$ cat src/rtl/tmr_voter_fsm_if.sv
// tmr_voter_fsm_if: bundle, status and resync handshake between a TMR core group and its voter.
// Optional error-log counters appear only when TMR_ERR_LOG_EN is defined.
interface tmr_voter_fsm_if #(
  parameter int DATA_W = 32
`ifdef TMR_ERR_LOG_EN
  , parameter int CNT_W = 8
`endif
);
  logic              in_valid;
  logic [DATA_W-1:0] bus_a;
  logic [DATA_W-1:0] bus_b;
  logic [DATA_W-1:0] bus_c;
  logic [DATA_W-1:0] bus_out;
  logic              out_valid;
  logic [1:0]        mode;
  logic [2:0]        core_fail;
  logic              resync_req;
  logic [1:0]        resync_id;
  logic              resync_ack;
  logic              fatal;
`ifdef TMR_ERR_LOG_EN
  logic [CNT_W-1:0]  err_cnt_a;
  logic [CNT_W-1:0]  err_cnt_b;
  logic [CNT_W-1:0]  err_cnt_c;
`endif
  modport master (
    output in_valid, bus_a, bus_b, bus_c, resync_ack,
    input  bus_out, out_valid, mode, core_fail, resync_req, resync_id, fatal
`ifdef TMR_ERR_LOG_EN
    , input err_cnt_a, err_cnt_b, err_cnt_c
`endif
  );
  modport slave (
    input  in_valid, bus_a, bus_b, bus_c, resync_ack,
    output bus_out, out_valid, mode, core_fail, resync_req, resync_id, fatal
`ifdef TMR_ERR_LOG_EN
    , output err_cnt_a, err_cnt_b, err_cnt_c
`endif
  );
endinterface

$ cat src/rtl/tmr_voter_fsm.sv
// tmr_voter_fsm: stateful TMR majority voter that retires a persistently failing core and degrades to duplex.
// Define TMR_ERR_LOG_EN to add saturating per-lane mismatch counters.
module tmr_voter_fsm #(
  parameter int DATA_W      = 32,
  parameter int FAIL_THRESH = 3,
  parameter int CNT_W       = 8
) (
  input  logic              clk,
  input  logic              rst_n,
  tmr_voter_fsm_if.slave    bus
);
  localparam logic [1:0] S_TMR   = 2'b00;
  localparam logic [1:0] S_DUP   = 2'b01;
  localparam logic [1:0] S_FATAL = 2'b10;
  localparam int TW = $clog2(FAIL_THRESH + 1);
  if (FAIL_THRESH < 1 || CNT_W < 1) begin : g_bad_cfg
    $error("tmr_voter_fsm: FAIL_THRESH and CNT_W must be >= 1");
  end
  logic [DATA_W-1:0] lane [3];
  logic [DATA_W-1:0] maj, h_lo, h_hi, voted;
  logic [DATA_W-1:0] out_q, out_d;
  logic [1:0]        mode_q, mode_d, id_q, id_d, nhit;
  logic [2:0]        fail_q, fail_d, mis, hit;
  logic              req_q, req_d, ov_q, dup_split;
  logic [TW-1:0]     cnt_q [3];
  logic [TW-1:0]     cnt_d [3];
  assign lane[0]   = bus.bus_a;
  assign lane[1]   = bus.bus_b;
  assign lane[2]   = bus.bus_c;
  assign maj       = (lane[0] & lane[1]) | (lane[1] & lane[2]) | (lane[0] & lane[2]);
  // Healthy pair while duplex: the two lanes other than the retired one, lowest index first.
  assign h_lo      = (id_q == 2'd0) ? lane[1] : lane[0];
  assign h_hi      = (id_q == 2'd2) ? lane[1] : lane[2];
  assign dup_split = h_lo != h_hi;
  assign voted     = (mode_q == S_TMR) ? maj : (mode_q == S_DUP) ? h_lo : out_q;
  assign nhit      = {1'b0, hit[0]} + {1'b0, hit[1]} + {1'b0, hit[2]};
  always_comb begin
    for (int i = 0; i < 3; i++) begin
      mis[i] = lane[i] != voted;
      hit[i] = (mode_q == S_TMR) && mis[i] && (int'(cnt_q[i]) + 1 >= FAIL_THRESH);
    end
  end
  always_comb begin
    mode_d = mode_q;
    out_d  = out_q;
    fail_d = fail_q;
    req_d  = req_q;
    id_d   = id_q;
    cnt_d  = cnt_q;
    if (bus.in_valid && mode_q == S_TMR) begin
      out_d = maj;
      for (int i = 0; i < 3; i++) cnt_d[i] = mis[i] ? cnt_q[i] + 1'b1 : '0;
      if (nhit > 2'd1) begin
        mode_d = S_FATAL;
      end else if (nhit == 2'd1) begin
        mode_d = S_DUP;
        fail_d = hit;
        req_d  = 1'b1;
        id_d   = hit[0] ? 2'd0 : hit[1] ? 2'd1 : 2'd2;
      end
    end else if (bus.in_valid && mode_q == S_DUP) begin
      out_d  = dup_split ? out_q : h_lo;
      mode_d = dup_split ? S_FATAL : S_DUP;
      for (int i = 0; i < 3; i++) cnt_d[i] = '0;
    end
    // Ack completes the reload unless the same sample already broke duplex agreement.
    if (mode_q == S_DUP && mode_d != S_FATAL && req_q && bus.resync_ack) begin
      fail_d[id_q] = 1'b0;
      cnt_d[id_q]  = '0;
      mode_d       = S_TMR;
      req_d        = 1'b0;
    end
  end
  always_ff @(posedge clk or negedge rst_n) begin
    if (!rst_n) begin
      mode_q <= S_TMR;
      out_q  <= '0;
      fail_q <= '0;
      req_q  <= 1'b0;
      id_q   <= '0;
      ov_q   <= 1'b0;
      for (int i = 0; i < 3; i++) cnt_q[i] <= '0;
    end else begin
      mode_q <= mode_d;
      out_q  <= out_d;
      fail_q <= fail_d;
      req_q  <= req_d;
      id_q   <= id_d;
      ov_q   <= bus.in_valid;
      for (int i = 0; i < 3; i++) cnt_q[i] <= cnt_d[i];
    end
  end
  assign bus.bus_out    = out_q;
  assign bus.out_valid  = ov_q;
  assign bus.mode       = mode_q;
  assign bus.core_fail  = fail_q;
  assign bus.resync_req = req_q;
  assign bus.resync_id  = id_q;
  assign bus.fatal      = mode_q == S_FATAL;
`ifdef TMR_ERR_LOG_EN
  logic [CNT_W-1:0] err_q [3];
  always_ff @(posedge clk or negedge rst_n) begin
    if (!rst_n) begin
      for (int i = 0; i < 3; i++) err_q[i] <= '0;
    end else begin
      for (int i = 0; i < 3; i++)
        if (bus.in_valid && mis[i] && err_q[i] != '1) err_q[i] <= err_q[i] + 1'b1;
    end
  end
  assign bus.err_cnt_a = err_q[0];
  assign bus.err_cnt_b = err_q[1];
  assign bus.err_cnt_c = err_q[2];
`endif
endmodule
$ cat src/flat_wrapper.sv
// flat-port wrapper written by rule: the top's interface ports become plain ports
module tmr_voter_fsm_flat 
#(
  parameter int DATA_W      = 32,
  parameter int FAIL_THRESH = 3,
  parameter int CNT_W       = 8
)
  (clk, rst_n, bus_in_valid, bus_bus_a, bus_bus_b, bus_bus_c, bus_resync_ack, bus_bus_out, bus_out_valid, bus_mode, bus_core_fail, bus_resync_req, bus_resync_id, bus_fatal);
  tmr_voter_fsm_if #(.DATA_W(DATA_W)) bus_i ();
  input  logic clk;
  input  logic rst_n;
  input wire logic [$bits(bus_i.in_valid)-1:0] bus_in_valid;
  input wire logic [$bits(bus_i.bus_a)-1:0] bus_bus_a;
  input wire logic [$bits(bus_i.bus_b)-1:0] bus_bus_b;
  input wire logic [$bits(bus_i.bus_c)-1:0] bus_bus_c;
  input wire logic [$bits(bus_i.resync_ack)-1:0] bus_resync_ack;
  output wire logic [$bits(bus_i.bus_out)-1:0] bus_bus_out;
  output wire logic [$bits(bus_i.out_valid)-1:0] bus_out_valid;
  output wire logic [$bits(bus_i.mode)-1:0] bus_mode;
  output wire logic [$bits(bus_i.core_fail)-1:0] bus_core_fail;
  output wire logic [$bits(bus_i.resync_req)-1:0] bus_resync_req;
  output wire logic [$bits(bus_i.resync_id)-1:0] bus_resync_id;
  output wire logic [$bits(bus_i.fatal)-1:0] bus_fatal;
  assign bus_i.in_valid = bus_in_valid;
  assign bus_i.bus_a = bus_bus_a;
  assign bus_i.bus_b = bus_bus_b;
  assign bus_i.bus_c = bus_bus_c;
  assign bus_i.resync_ack = bus_resync_ack;
  assign bus_bus_out = bus_i.bus_out;
  assign bus_out_valid = bus_i.out_valid;
  assign bus_mode = bus_i.mode;
  assign bus_core_fail = bus_i.core_fail;
  assign bus_resync_req = bus_i.resync_req;
  assign bus_resync_id = bus_i.resync_id;
  assign bus_fatal = bus_i.fatal;
  tmr_voter_fsm #(.DATA_W(DATA_W), .FAIL_THRESH(FAIL_THRESH), .CNT_W(CNT_W)) u_core (.clk(clk), .rst_n(rst_n), .bus(bus_i));
endmodule
$ cat config.mk
export PLATFORM = sky130hd
export DESIGN_NAME = tmr_voter_fsm_flat
export DESIGN_NICKNAME = d
export VERILOG_FILES = /design/src/rtl/tmr_voter_fsm_if.sv /design/src/rtl/tmr_voter_fsm.sv /design/src/flat_wrapper.sv
export SDC_FILE = /design/constraint.sdc
export NUM_CORES = 1
export LEC_CHECK = 0
export ABC_AREA = 1
export CORE_MARGIN = 2
export CORE_UTILIZATION = 55
export DETAILED_ROUTE_END_ITERATION = 6
export PLACE_DENSITY = 0.85
export REMOVE_ABC_BUFFERS = 1
export SYNTH_ARGS = -nofsm -noshare
export SYNTH_HDL_FRONTEND = slang
export SYNTH_SLANG_ARGS = --single-unit
$ cat constraint.sdc
create_clock -name clk -period 7.65 [get_ports clk]
set_input_delay 1.53 -clock clk [delete_from_list [all_inputs] [get_ports clk]]
set_output_delay 1.53 -clock clk [all_outputs]
set_load 0.03 [all_outputs]
==> out/results.txt, run 1 <==
Status: completed
Cell variety after synth: 27
Post-synth top area share: 0.3692
Vias per cell: 5.597
CTS resizes: 0
Max Cap Viol: 0
Die X: 117.8 µm
Fmax: 204.1 MHz
Fillers: 1199
Synthesized instance count: 1370
DR vias: 9275
Gpl congestion: 0.9603
Mapped cell area: 7117 µm²
Hold Violations, Final: 0
Setup TNS: 0 ns
Crit-path slowest cell: nor2_2
Worst VDD drop: 0.06837 mV
Total routed wirelength: 23770 µm
Htree depth: 2
Largest net degree at the start of global routing: 57
Synthesized flop and latch total: 47
Vias in the first global route: 8064
Global Route Usage Sum: 0.3313
Final setup viols: 0
FP Rows: 41
Min Tclk post-route: 4.899 ns
Layout Skew: 0.008658 ns
Number of clock sinks: 47
Crit path capture type: flop
Boundary Pins: 142
RSZ-0062 raised after global routing: no
Lkg Pwr: 4.825 nW
Post-synth top flop: dfrtp_1
Most used cell, CP: nand2_1
Remaining antenna violation count: 0
Ys Warns: 0
Worst Hold Depth: 2
Worst path buffer plus inverter count: 4
First drt pass iteration count: 5
Hold Crit Class: flop to flop
R2R cell count: 22
Crit-path max FO: 24
Core area: 12620 µm²
Worst reg2reg path endpoint: u_core.cnt_q[3]
CTS tree: done
Fin nets: 1591
Final routed DRC violation total: 0
Root Buffer: clkbuf_16
DP HPWL: 17130 µm
CP required: 7.86 ns
Reg2Reg Setup Slack: 2.75 ns
TritonCTS Buffers: 5
Worst Hold Endpoint: u_core.bus.bus_out[13]
Post-cts hold buffer count: 0
CP Launch Type: flop
Area grow syn2layout: 22.50%
Top cells by area, synth: nand2_1, dfrtp_1, nand3_1, nand4_1, inv_1
Port bufs: 141
Clk Latency, worst-skew pair: 0.31 ns
Synth area leader: nand2_1
Critical path's largest stage delay: 0.78 ns
DIE AREA: 13870 µm²
Post-route clock period utilization: 0.6404
Initial Utilization: 0.5640
Power density cells: 83.97 nW/µm²
Initial antenna violation count: 0
Max-Slew Margin vs Limit: 0.2511
Worst path cell trace: nor2_2, buf_4, nand2_1, nand3_1, nand2_1, nand2_1, nand2_1, nor2_1, nand2_1, nor2_1, nand2_1, nand2_1, inv_2, fa_1, nor2_1, nand2_1, inv_1, a21oi_1, nand3_1, nand3_1, nand2_1, inv_1
Synth top cells by count: nand2_1, inv_1, nand3_1
Reg clk slew, reported paths: 0.07 ns
DR iter-0 viols: 1023
Total grt overflow: 0
Most frequent cell after synthesis: nand2_1
Syn Area/Cell: 5.195 µm²
Share of layout cells above drive strength 1: 0.04377
Worst slew pin tran: 1.119 ns
Count of pins over their slew limit: 0
First-pass GRT wire length: 38090 µm
Fraction of registers with async set/reset: 1.000
Register area share after synthesis: 0.1653
R2R Path Start: u_core.bus.mode[1]
Post-synth EDFFs: 0
Die Span Y: 117.8 µm
Number of setup buffers added after CTS: 0
Min-delay src: u_core.bus.bus_out[13]
Pwr Total: 732.0 µW
Critical Setup Path Class: flop to flop
Post-DR wirelength/cell: 14.34 µm
Clk buf depth: 2
ANT cells: 0
CP arrival: 5.11 ns
Worst path top cell family by delay: simple AND/OR/NAND/NOR gates
-- kinds of logic (layout without fill, tap and decap cells) --
group	after synthesis	after routing	synth area share
simple gates	1018	1018	0.6046
buf+inv	198	313	0.1171
compound gates	93	93	0.09107
flops	47	47	0.1653
fa+ha+maj	7	7	0.01336
xor+xnor	7	7	0.008615
-- area by class of cell --
cell class	instances	area, µm²	area share
clock buffer	5	125.1	0.01435
clock inverter	3	43.79	0.005023
inverter	157	589.3	0.06759
multi-input combinational	1125	5110	0.5861
sequential	47	1176	0.1349
tap	172	215.2	0.02468
timing repair buffer	148	1459	0.1673
-- routing by layer --
| layer | routed length, µm | part of all wire | track usage | vias to the layer above |
|---|---|---|---|---|
| met5 | 0 | 0 | 0 | - |
| met4 | 650 | 0.027 | 0.1175 | 0 |
| met3 | 2321 | 0.098 | 0.04264 | 60 |
| met2 | 10670 | 0.45 | 0.5320 | 502 |
| met1 | 10130 | 0.43 | 0.4570 | 4070 |
| li1 | - | - | - | 4643 |
-- power by group --
group | switching [mW] | internal, mW
clock | 0.118 | 0.155
sequential | 0.0000684 | 0.248
combinational | 0.120 | 0.0913
total | 0.237 | 0.495
-- worst reg2reg max path, stage by stage, from the launching register on --
cell     delay, ns
dfrtp_1       0.75
nor2_2        0.79
buf_4         0.48
nand2_1       0.18
nand3_1       0.16
nand2_1       0.06
nand2_1       0.06
nand2_1       0.05
nor2_1        0.13
nand2_1       0.12
nor2_1        0.14
nand2_1       0.14
nand2_1       0.13
inv_2         0.05
fa_1          0.41
nor2_1        0.18
nand2_1       0.19
inv_1         0.19
a21oi_1       0.07
nand3_1       0.17
nand3_1       0.17
nand2_1       0.11
inv_1         0.04
-- registers in the layout, summed over array words and instances (netlist names) --
| signal | count |
|---|---|
| u_core.bus.bus_out | 32 |
| u_core.cnt_q | 6 |
| u_core.bus.core_fail | 3 |
| u_core.bus.mode | 2 |
| u_core.bus.resync_id | 2 |
| u_core.bus.out_valid | 1 |
| u_core.bus.resync_req | 1 |
-- cells in the final DEF, fill, tap and decap left out --
cell type        netlist  routed
a21oi_1                7       7
a22oi_1                1       1
and2_1                 1       1
buf_2                 18       1
buf_4                  6       7
bufinv_16              0       1
clkbuf_16              0       5
clkdlybuf4s50_1        0     140
clkinv_2               0       1
clkinv_4               0       1
dfrtp_1               47      47
fa_1                   1       1
ha_1                   6       6
inv_1                155     155
inv_2                  2       2
nand2_1              700     700
nand2_2                4       4
nand3_1              128     128
nand3_2                1       1
nand4_1               96      96
nor2_1                65      64
nor2_2                 2       3
nor2_4                 1       1
o21ai_0               62      62
o21ai_1                5       5
o221ai_2              18      18
or2_2                 20      20
xnor2_1                1       1
xor2_1                 6       6
-- how the worst max path moves through the flow --
stage,start,to,slack [ns],cells after the start
2_1_floorplan,bus_bus_b[20],u_core.cnt_q[0],3.53,23
3_3_place_gp,bus_bus_c[17],u_core.bus.core_fail[1],2.77,25
3_5_place_dp,bus_bus_a[20],u_core.cnt_q[3],2.61,22
4_1_cts,bus_bus_a[20],u_core.cnt_q[3],2.93,22
5_1_grt,u_core.bus.resync_id[1],u_core.cnt_q[3],2.51,24
6_report,u_core.bus.mode[1],u_core.cnt_q[3],2.75,22
-- through the flow --
stage               setup slack, ns  hold slack (ns)    util  area, µm²  cells
floorplan                     3.532           0.5525       -       6873   1329
detailed placement            2.614           0.5302  0.6775       8549   1649
global placement              2.766           0.5298  0.6775       8549   1649
global route                  2.512           0.5684  0.6909       8718   1657
CTS                           2.931           0.5514  0.6909       8718   1657
finish                        2.751           0.5494  0.6909       8718   1657
Note: power is estimated with default switching activity, not from simulation.
==> run 2, diff against run 1 <==
--- a/config.mk
+++ b/config.mk
@@ -7,9 +7,9 @@
 export LEC_CHECK = 0
 export ABC_AREA = 1
 export CORE_MARGIN = 2
-export CORE_UTILIZATION = 55
+export CORE_UTILIZATION = 54
 export DETAILED_ROUTE_END_ITERATION = 6
-export PLACE_DENSITY = 0.85
+export PLACE_DENSITY = 0.84
 export REMOVE_ABC_BUFFERS = 1
 export SYNTH_ARGS = -nofsm -noshare
 export SYNTH_HDL_FRONTEND = slang
==> constraint.sdc (replaced) <==
create_clock -name clk -period 4.9 [get_ports clk]
set_input_delay 0.98 -clock clk [delete_from_list [all_inputs] [get_ports clk]]
set_output_delay 0.98 -clock clk [all_outputs]
set_load 0.03 [all_outputs]
==> out/results.txt, run 2 (same netlist as run 1, synthesis figures left out) <==
Total grt overflow: 0 (unchanged)
Hold Violations, Final: 0 (unchanged)
Worst slew pin tran: 0.8556 ns (-0.2638 ns)
Status: completed
Min Tclk post-route: 4.424 ns (-0.4750 ns)
Layout Skew: 0.01105 ns (+0.002389 ns)
Number of setup buffers added after CTS: 0 (unchanged)
Clk Latency, worst-skew pair: 0.31 ns (about the same)
DR vias: 9171 (-1.1%)
Power density cells: 135.7 nW/µm² (+62%)
Die Span Y: 118.8 µm (+0.89%)
Final setup viols: 0 (unchanged)
CTS tree: done
Post-DR wirelength/cell: 14.34 µm (about the same)
Lkg Pwr: 4.864 nW (+0.80%)
Crit path capture type: flop
Max-Slew Margin vs Limit: 0.4276 (+0.1765)
Area grow syn2layout: 23.72%
Number of clock sinks: 47 (unchanged)
Global Route Usage Sum: 0.3367 (+0.005378)
Dpl cell area: 8612 µm² (+0.73%)
Fin nets: 1596 (+0.31%)
TritonCTS Buffers: 5 (unchanged)
Remaining antenna violation count: 0 (unchanged)
Vias per cell: 5.518 (-1.4%)
Max Cap Viol: 0 (unchanged)
Setup TNS: 0 ns (unchanged)
Reg clk slew, reported paths: 0.07 ns (about the same)
Final instance area: 8805 µm² (+0.99%)
Final routed DRC violation total: 0 (unchanged)
Die X: 118.8 µm (+0.89%)
Post-route clock period utilization: 0.9028 (+0.2625)
Multi-input gate area in the final layout: 5110 µm² (unchanged)
Most frequent cells in the layout: nand2_1, inv_1, clkdlybuf4s50_1, nand3_1, nand4_1
Share of layout cells above drive strength 1: 0.04698 (+0.003209)
Core area: 12720 µm² (+0.81%)
RSZ-0062 raised after global routing: no
Fillers: 1224 (+2.1%)
Dpl ws: 0.4476 ns (-2.167 ns)
Critical Setup Path Class: flop to flop
CP required: 5.14 ns (-2.72 ns)
First drt pass iteration count: 6 (+1)
Vias in the first global route: 8197 (+1.6%)
Crit-path max FO: 32 (+33%)
CP arrival: 4.66 ns (-0.45 ns)
Reg area: 1176 µm² (unchanged)
Largest net degree at the start of global routing: 48 (-16%)
First-pass GRT wire length: 38900 µm (+2.1%)
DIE AREA: 14110 µm² (+1.8%)
Port bufs: 141 (unchanged)
Count of pins over their slew limit: 0 (unchanged)
Post-cts hold buffer count: 0 (unchanged)
Gpl congestion: 0.9537 (-0.69%)
CTS resizes: 0 (unchanged)
Root Buffer: clkbuf_16
Htree depth: 2 (unchanged)
Total routed wirelength: 23840 µm (+0.29%)
Clk buf depth: 2 (unchanged)
Initial antenna violation count: 0 (unchanged)
Largest register FFs: 32 (unchanged)
Boundary Pins: 142 (unchanged)
Post-route setup slack: 0.4762 ns (-2.275 ns)
CP Launch Type: flop
Hold Crit Class: flop to flop
FP Rows: 41 (unchanged)
DP HPWL: 17530 µm (+2.3%)
Fmax: 226.1 MHz (+11%)
DR iter-0 viols: 1112 (+8.7%)
Worst VDD drop: 0.1156 mV (+69%)
ANT cells: 0 (unchanged)
Commonest non-fill, non-tap cell in the layout: nand2_1
Initial Utilization: 0.5594 (-0.004548)
==> run 2: cell types whose count changed in the layout (fill, tap and decap cells not counted), sizes merged <==
cell / change
buf: +5
bufinv: +1
clkinv: -2
clkinvlp: +1
==> run 2: layer usage <==
metal | vias to the layer above | wire (µm) | GRT usage
li1 | 4639 | - | -
met3 | 36 | 2580 | 0.05888
met1 | 4024 | 10160 | 0.4563
met2 | 472 | 10770 | 0.5557
met4 | 0 | 331 | 0.08110
met5 | - | 0 | 0
==> run 2: cell type report <==
cell class                 count  share of cell area
multi-input combinational   1125              0.5804
timing repair buffer         153              0.1728
sequential                    47              0.1336
inverter                     157             0.06693
tap                          172             0.02444
clock buffer                   5             0.01421
clock inverter                 3            0.007674
==> run 2: where the power goes <==
| part | internal (mW) | switching [mW] |
|---|---|---|
| combinational | 0.143 | 0.187 |
| sequential | 0.388 | 0.000109 |
| clock | 0.293 | 0.183 |
| total | 0.824 | 0.371 |
==> run 2: worst paths after layout <==
| check | startpoint | endpoint | slack (ns) | cells after the start |
|---|---|---|---|---|
| max | u_core.bus.resync_id[0] | u_core.bus.core_fail[0] | 0.48 | 22 |
| min | u_core.bus.bus_out[14] | u_core.bus.bus_out[14] | 0.55 | 2 |
| max reg2reg | u_core.bus.resync_id[0] | u_core.bus.core_fail[0] | 0.48 | 22 |
| min reg2reg | u_core.bus.bus_out[14] | u_core.bus.bus_out[14] | 0.55 | 2 |
| max in group asynchronous | rst_n | u_core.bus.bus_out[17] | 3.35 | 2 |
| min in group asynchronous | rst_n | u_core.bus.bus_out[30] | 0.74 | 1 |
==> run 2: worst max-delay path, cell delays in order (launching register included) <==
cell and delay (ns):
dfrtp_1 0.49, inv_2 0.22, nand2_2 0.54, nand2_1 0.30
nand3_1 0.17, nand3_1 0.17, nand2_1 0.06, nand2_1 0.06
nand2_1 0.07, nor2_1 0.13, nand2_1 0.11, nor2_1 0.17
nand2_1 0.12, nand2_1 0.13, inv_1 0.07, fa_1 0.46
nand2_1 0.20, inv_1 0.14, a21oi_1 0.21, nand3_1 0.18
nand3_1 0.17, nand2_1 0.06, nor2_1 0.09
==> run 2: stage by stage <==
stage	utilization	instances	total power, mW	hold slack, ns
6_report	0.6921	1662	1.195	0.5550
5_1_grt	0.6921	1662	1.254	0.5663
4_1_cts	0.6921	1662	1.193	0.5532
3_5_place_dp	0.6769	1654	0.7186	0.5365
3_3_place_gp	0.6769	1654	0.7166	0.5363
2_1_floorplan	-	1329	0.5635	0.5525
